**src/rtl/zero_stuff_serializer.sv**
```systemverilog
// zero_stuff_serializer: MSB-first serializer that inserts a single 0 between
// every pair of adjacent 1 bits of the parallel input word.
// Optional feature macro: STUFF_COUNT_EN adds a saturating 16-bit counter of
// transferred stuffed-zero beats on port stuff_count.
module zero_stuff_serializer #(
    parameter  int WIDTH = 5,
    localparam int IDX_W = $clog2(WIDTH)
) (
    input  logic             clk,
    input  logic             rst,
    input  logic [WIDTH-1:0] in_data,
    input  logic             in_valid,
    output logic             in_ready,
    output logic             out_bit,
    output logic             out_valid,
    output logic             out_last,
    input  logic             out_ready
`ifdef STUFF_COUNT_EN
    ,
    output logic [15:0]      stuff_count
`endif
);

    typedef enum logic [1:0] {
        IDLE  = 2'd0,
        DATA  = 2'd1,
        STUFF = 2'd2
    } state_t;

    state_t           state_q, state_d;
    logic [WIDTH-1:0] sh_q, sh_d;
    logic [IDX_W-1:0] idx_q, idx_d;
    logic             out_bit_q, out_bit_d;
    logic             out_valid_q, out_valid_d;
    logic             out_last_q, out_last_d;
    logic             in_ready_q, in_ready_d;

    logic             xfer;
    logic [IDX_W-1:0] idx_m1;
    logic             cur_bit;
    logic             nxt_bit;

    assign xfer    = out_valid_q && out_ready;
    assign idx_m1  = idx_q - 1'b1;
    assign cur_bit = sh_q[idx_q];
    assign nxt_bit = sh_q[idx_m1];

    // State and registered outputs; every output resets immediately on rst.
    always_ff @(posedge clk or posedge rst) begin
        if (rst) begin
            state_q     <= IDLE;
            sh_q        <= '0;
            idx_q       <= '0;
            out_bit_q   <= 1'b0;
            out_valid_q <= 1'b0;
            out_last_q  <= 1'b0;
            in_ready_q  <= 1'b1;
        end else begin
            state_q     <= state_d;
            sh_q        <= sh_d;
            idx_q       <= idx_d;
            out_bit_q   <= out_bit_d;
            out_valid_q <= out_valid_d;
            out_last_q  <= out_last_d;
            in_ready_q  <= in_ready_d;
        end
    end

    // Next-state logic: the outputs for the following cycle are computed here
    // so that out_bit/out_last/out_valid come straight from flops.
    always_comb begin
        state_d     = state_q;
        sh_d        = sh_q;
        idx_d       = idx_q;
        out_bit_d   = out_bit_q;
        out_valid_d = out_valid_q;
        out_last_d  = out_last_q;
        in_ready_d  = in_ready_q;

        unique case (state_q)
            IDLE: begin
                out_valid_d = 1'b0;
                out_last_d  = 1'b0;
                in_ready_d  = 1'b1;
                if (in_valid) begin
                    sh_d        = in_data;
                    idx_d       = IDX_W'(WIDTH - 1);
                    out_bit_d   = in_data[WIDTH-1];
                    out_valid_d = 1'b1;
                    out_last_d  = 1'b0;
                    in_ready_d  = 1'b0;
                    state_d     = DATA;
                end
            end

            DATA: begin
                if (xfer) begin
                    if (idx_q == '0) begin
                        out_bit_d   = 1'b0;
                        out_valid_d = 1'b0;
                        out_last_d  = 1'b0;
                        in_ready_d  = 1'b1;
                        state_d     = IDLE;
                    end else if (cur_bit && nxt_bit) begin
                        out_bit_d  = 1'b0;
                        out_last_d = 1'b0;
                        state_d    = STUFF;
                    end else begin
                        idx_d      = idx_m1;
                        out_bit_d  = nxt_bit;
                        out_last_d = (idx_m1 == '0);
                    end
                end
            end

            STUFF: begin
                if (xfer) begin
                    idx_d      = idx_m1;
                    out_bit_d  = nxt_bit;
                    out_last_d = (idx_m1 == '0);
                    state_d    = DATA;
                end
            end

            default: begin
                out_bit_d   = 1'b0;
                out_valid_d = 1'b0;
                out_last_d  = 1'b0;
                in_ready_d  = 1'b1;
                state_d     = IDLE;
            end
        endcase
    end

    assign in_ready  = in_ready_q;
    assign out_bit   = out_bit_q;
    assign out_valid = out_valid_q;
    assign out_last  = out_last_q;

`ifdef STUFF_COUNT_EN
    logic [15:0] stuff_count_q, stuff_count_d;

    // Saturating count of stuffed zeros actually handed downstream.
    always_comb begin
        stuff_count_d = stuff_count_q;
        if (xfer && (state_q == STUFF) && (stuff_count_q != '1)) begin
            stuff_count_d = stuff_count_q + 16'd1;
        end
    end

    // Counter register, cleared only by reset.
    always_ff @(posedge clk or posedge rst) begin
        if (rst) begin
            stuff_count_q <= '0;
        end else begin
            stuff_count_q <= stuff_count_d;
        end
    end

    assign stuff_count = stuff_count_q;
`endif

`ifndef SYNTHESIS
    // Input side is open only while idle.
    a_ready_idle: assert property (@(posedge clk) disable iff (rst)
        in_ready_q == (state_q == IDLE));

    // The final beat is always a data beat at bit index zero.
    a_last_data: assert property (@(posedge clk) disable iff (rst)
        out_last_q |-> (state_q == DATA) && (idx_q == '0) && out_valid_q);

    // A stuffed beat is always a valid zero.
    a_stuff_zero: assert property (@(posedge clk) disable iff (rst)
        (state_q == STUFF) |-> out_valid_q && !out_bit_q);

    // Backpressure freezes the presented beat.
    a_hold: assert property (@(posedge clk) disable iff (rst)
        (out_valid_q && !out_ready) |=>
            out_valid_q && $stable(out_bit_q) && $stable(out_last_q));
`endif

endmodule

```
**config.mk**
```make
export PLATFORM = sky130hd
export DESIGN_NAME = zero_stuff_serializer
export DESIGN_NICKNAME = d
export VERILOG_FILES = /design/src/rtl/zero_stuff_serializer.sv
export SDC_FILE = /design/constraint.sdc
export NUM_CORES = 1
export LEC_CHECK = 0
export ABC_AREA = 1
export ABC_CLOCK_PERIOD_IN_PS = 1600
export CAP_MARGIN = 20
export CELL_PAD_IN_SITES_DETAIL_PLACEMENT = 0
export CELL_PAD_IN_SITES_GLOBAL_PLACEMENT = 1
export CORE_AREA = 2 2 54 56
export CTS_BUF_LIST = sky130_fd_sc_hd__clkbuf_4
export DETAILED_ROUTE_END_ITERATION = 12
export DIE_AREA = 0 0 56 58
export HOLD_SLACK_MARGIN = 0.1
export PLACE_DENSITY_LB_ADDON = 0.25
export SETUP_SLACK_MARGIN = 0.2
export SLEW_MARGIN = 20
export SYNTH_ARGS = -nofsm -noshare
export SYNTH_HDL_FRONTEND = slang
export SYNTH_SLANG_ARGS = --single-unit
```
**constraint.sdc**
```tcl
create_clock -name clk -period 1.6 [get_ports clk]
set_input_delay 0.32 -clock clk [delete_from_list [all_inputs] [get_ports clk]]
set_output_delay 0.32 -clock clk [all_outputs]
set_load 0.02 [all_outputs]
```
Word-level counts from Yosys, hierarchy flattened
Cells that the tools add are included.
{ "word_totals": {"ff_bits": 14, "out_inout_bits": 4, "wordCells": 67, "input_bits": 9} }
{ "op_classes": {"eq_ne": 9, "n_bitwise": 1, "reduce_logical": 12, "n_addsub": 1, "mux": 35, "n_lt_le_gt_ge": 2} }
{ "ops": {"columns": ["cell", "n"], "rows": [
  ["1-bit two-way mux", 17],
  ["3-bit two-way mux", 5],
  ["2-bit != test, second input constant", 6],
  ["2-bit two-way mux", 5],
  ["1-bit one-hot mux with 3 select lines", 3],
  ["3-bit one-hot mux with 3 select lines", 1],
  ["3-bit by 4-bit less-than comparator with 1-bit output, second input constant", 2],
  ["1-bit binary-select mux with 3-bit select", 2],
  ["3-bit zero test", 2],
  ["2-bit one-hot mux with 3 select lines", 1],
  ["3-bit AND reduction", 2],
  ["6-bit AND reduction", 1],
  ["2-bit AND reduction", 2],
  ["4-bit AND reduction", 1],
  ["3-bit != test, second input constant", 1],
  ["3-bit nonzero test", 1],
  ["3-bit by 1-bit subtractor with 3-bit output, second input constant", 1],
  ["2-bit by 1-bit == test with 1-bit output, second input constant", 1],
  ["2-bit == test, second input constant", 1],
  ["1-bit logical AND", 2],
  ["2-bit zero test", 1],
  ["1-bit one-hot mux with 2 select lines", 1],
  ["1-bit inverter", 1]
]} }

Longest topological paths before layout
Gate-level depths: netlist of the first run.
{ "depth": {"depth_word": 8, "depth_mapped": 13, "ltp_nobuf": 12} }

Least setup slack after synthesis of the first run
No wires, ideal clock.
{ "synth_path": {"kind": "register to register", "from": "register idx_q[0]", "to": "register idx_q[2]", "t_arrival_ns": 1.451, "synth_period_minus_slack_ns": 1.567, "setup_slack_ns": 0.033, "required_ns": 1.483, "setup_time_ns": 0.117, "path_stages_with_launch": 13, "n_path_buf": 1, "cell_sequence": "dfrtp_1 > buf_6 > inv_4 > ha_1 > nand3b_1 > nand2_1 > nand2_1 > nand2_2 > nand2_2 > nand2_2 > nand2_4 > nand3_1 > nand2_1"} }
{ "synth_via": {"elab_chain_cells": 6, "word_cells_on_any_way": 15, "classes_between": "add/sub (1); eq/ne (2); mux (9); reduce/logical (3)"} }
{ "synth_rtl": {"columns": ["element", "line", "source"], "rows": [
  ["from (decl)", "32", "logic [IDX_W-1:0] idx_q, idx_d;"],
  ["from (signal assigned)", "61", "idx_q <= idx_d;"],
  ["3-bit by 1-bit subtractor with 3-bit output", "44", "assign idx_m1 = idx_q - 1'b1;"],
  ["1-bit binary-select mux with 3-bit select", "46", "assign nxt_bit = sh_q[idx_m1];"],
  ["1-bit two-way mux (implied by the code)", "46", null],
  ["1-bit logical AND", "104", "end else if (cur_bit && nxt_bit) begin"],
  ["2-bit != test (no source line)", null, null],
  ["6-bit AND reduction (no source line)", null, null]
]} }
Parallel ways exist; a longest one is shown, timed or not. The select of a mux whose other input is x is not followed.
A chain may end at the register's enable or synchronous reset.

Worst setup path after layout of the first run
{ "layout_path": {"from": "register state_q[1]", "to": "register idx_q[1]"} }
{ "layout_via": {"elab_chain_cells": 3, "word_cells_on_any_way": 11, "classes_between": "eq/ne (7); mux (1); reduce/logical (3)"} }
{ "layout_rtl": {"columns": ["element", "line", "source"], "rows": [
  ["from (decl)", "30", "state_t state_q, state_d;"],
  ["from (signal assigned)", "59", "state_q <= state_d;"],
  ["2-bit by 1-bit == test with 1-bit output (tied with other cells)", "80", "unique case (state_q)"],
  ["2-bit != test (no source line) / 3-bit nonzero test (equally long branches)", null, null],
  ["6-bit AND reduction (no source line)", null, null]
]} }
Parallel ways exist; a longest one is shown, timed or not.

==> impl_results.md, run 1 <==
- Worst min path class: in2async
- Placed cells: 173
- Core Footprint: 2663 µm²
- Die height: 58 µm
- CTS Sinks: 14
- Final Non-Filler Cells: 182
- Crit path time final: 1.519 ns
- Final Max Tran Viols: 0
- #FFs+latches synth: 14
- CTS max path bufs: 2
- Syn Nets: 139
- Kind of critical path: reg2reg
- Unrepaired setup endpoints after global routing: yes
- Yosys warns: 0
- Hold Buf Count CTS: 0
- 1st-iter DRT viols: 22
- Outcome: complete, no violations
- Met3 usage: 3.348%
- Htree depth: 1
- Die width: 56 µm
- Most frequent cells in the layout: nand2_1 (42), buf_4 (14), dfrtp_1 (13), inv_1 (10), clkdlybuf4s50_1 (8)
- Switch share: 23.07%
- VDD IR-drop max: 280.4 µV
- Starting density of the core: 34.21%
- Crit path capture type: flip-flop
- Power Density: 475.0 nW/µm²
- Largest net degree at the start of global routing: 15
- Comb pwr share: 5.1%
- Nets@finish: 169
- Total wire length: 2.123 mm
- Layout area overhead: 39.15%
- Global-route met2 utilization: 24.03%
- GRT overflow: 0
- I/O Pins: 13
- Row count: 19
- Clk_skew: 0.01342 ns
- Initial antenna violation count: 0
- Critical Path RT: 1.77 ns
- Clock power share: 36.2%
- Wire length per cell: 11.66 µm
- Routed Antenna Nets: 0
- Mapped cell area: 910.9 µm²
- IO buf count: 12
- All-Layer GR Usage: 14.63%
- Final Cycle Share: 94.94%
- Layout cells sized above 1: 28.48%
- Post-Syn Instances: 122
- Max_cap viols: 0
- Router iterations before antenna repair: 4
- Clock-pin slew on the worst setup and hold paths: 0.10 ns
- Vias in the first global route: 874
- Post-synthesis sequential area ratio: 38.60%
- Net Sw Power: 138.9 µW
- Worst slew pin tran: 0.3061 ns
- Final Wtd Congestion: 0.7790
- TritonCTS clock tree: yes
- Final Setup Violations: 0
- Worst Setup Start Kind: flip-flop
- Netlist cell types: 20
- Leading cell type in the layout, fill and taps excluded: nand2_1
- CP arrival: 1.69 ns
- Total number of vias: 838
- Root Driver: clkbuf_4
- Synthesized area per cell: 7.466 µm²
- Sequential Power Share: 58.7%
- Drt via density: 4.604
- M1 GR Usage: 17.66%
- First-pass GRT wire length: 3.601 mm
- Fmax: 0.6583 GHz
- LEAKAGE: 0.0006161 µW
- Relative slew margins: 79.50%
- Worst-path maximum fanout: 5
- Final core occ: 47.60%
- CTS Buf Count: 3
- Pint: 463.2 µW
- DRC: 0
- Detail Placement HPWL: 1.598 mm
- GR peak layer: met2
- Clk Latency, worst-skew pair: 0.29 ns
- Final Hold Viols: 0
- Full die area: 3248 µm²
- Number of antenna diodes: 0
-- through the flow --
step	power [µW]	setup TNS, ns	setup WS (ns)	instance area (µm²)	hold slack, ns
after CTS	609.8	0	0.06641	1225	0.3383
after floorplan	366.6	0	0.1055	942.2	0.2085
after detailed placement	391.3	-0.2665	-0.08436	1157	0.4746
after global placement	390.7	-0.1376	-0.04274	1157	0.4650
after global routing	623.6	-0.08304	-0.02840	1267	0.3784
final	602.1	0	0.08104	1267	0.3302
-- flip-flops by register name (all words and copies together), names as in the netlist --
| signal | flops |
|---|---|
| out_last | 1 |
| state_q | 2 |
| out_bit | 1 |
| idx_q | 3 |
| out_valid | 1 |
| in_ready | 1 |
| sh_q | 5 |
-- timing repair --
item | 4_1_cts | 5_1_grt
gates resized for setup | 11 | 14
pin swaps | 2 | 3
setup endpoints to repair | 11 | 13
buffers inserted | 4 | 1
-- path summary, 6_finish.rpt --
| check | from | endpoint | slack [ns] | cells past startpoint |
|---|---|---|---|---|
| setup / recovery | state_q[1] | idx_q[1] | 0.08 | 10 |
| hold / removal | rst | sh_q[1] | 0.33 | 3 |
| setup reg to reg | state_q[1] | idx_q[1] | 0.08 | 10 |
| hold reg to reg | out_bit | out_bit | 0.49 | 2 |
| max in group asynchronous | rst | in_ready | 1.03 | 3 |
| min in group clk | out_bit | out_bit | 0.49 | 2 |
-- synthesized netlist by cell type --
cell	n	share of area, %
nand2_2	3	2.1
o21ai_1	1	0.55
nor2_1	5	2.1
nand2_1	45	19
ha_1	8	11
nand2_4	2	2.5
nand4_1	1	0.69
inv_4	1	0.69
xnor2_1	1	0.96
inv_1	17	7.0
o21bai_1	1	0.82
o21ai_0	8	4.4
dfstp_2	1	2.9
nand3_1	7	3.8
buf_6	1	1.2
o211ai_1	1	0.82
dfrtp_1	13	36
nand3b_1	1	0.82
nor2_4	1	1.2
a21oi_1	4	2.2
-- worst max-delay path, cell delays in order (launching register included) --
cell,delay [ns]
dfrtp_1,0.42
inv_2,0.08
ha_4,0.17
inv_1,0.09
a21oi_2,0.08
a21oi_2,0.16
inv_2,0.07
nor2_4,0.15
nand2_4,0.07
nand2_1,0.06
nand2_1,0.05
-- power by group through the flow --
stage	Combinational, µW	Sequential, µW	Clock (µW)
floorplan	6.04	361	0
finish	30.4	354	218
detailed placement	30.8	361	0
CTS	31.3	354	225
global route	34.3	354	235
global placement	30.1	361	0
-- per-layer routing --
layer	wire length (µm)	vias to the layer above	share of wire, %
met2	988	15	47
li1	-	437	-
met3	74	4	3.5
met1	1027	382	48
met4	31	0	1.5
met5	0	-	0
-- logic make-up after synthesis --
logic type	after synthesis	synth area share, %
flip-flops	14	38.60
XOR/XNOR	1	0.9617
buffers and inverters	19	8.929
adder cells (fa/ha/maj)	8	10.99
AND/OR/NAND/NOR	65	31.73
AO/OA/AOI/OAI	15	8.792
-- cell type report --
| class | count | area, µm² |
|---|---|---|
| clock buffer | 3 | 22.52 |
| clock inverter | 1 | 3.754 |
| fill | 289 | 1395 |
| inverter | 18 | 72.57 |
| multi-input combinational | 89 | 561.8 |
| sequential | 14 | 351.6 |
| tap | 31 | 38.79 |
| timing repair buffer | 26 | 216.5 |
(Power assumes the default switching activity.)
==> run 2, diff against run 1 <==
--- a/config.mk
+++ b/config.mk
@@ -12,6 +12,7 @@
 export CELL_PAD_IN_SITES_GLOBAL_PLACEMENT = 1
 export CORE_AREA = 2 2 54 56
 export CTS_BUF_LIST = sky130_fd_sc_hd__clkbuf_4
+export CTS_CLUSTER_SIZE = 28
 export DETAILED_ROUTE_END_ITERATION = 12
 export DIE_AREA = 0 0 56 58
 export HOLD_SLACK_MARGIN = 0.1
==> results of run 2 <==
Final layout, timing and power as in run 1 (identical DEF).
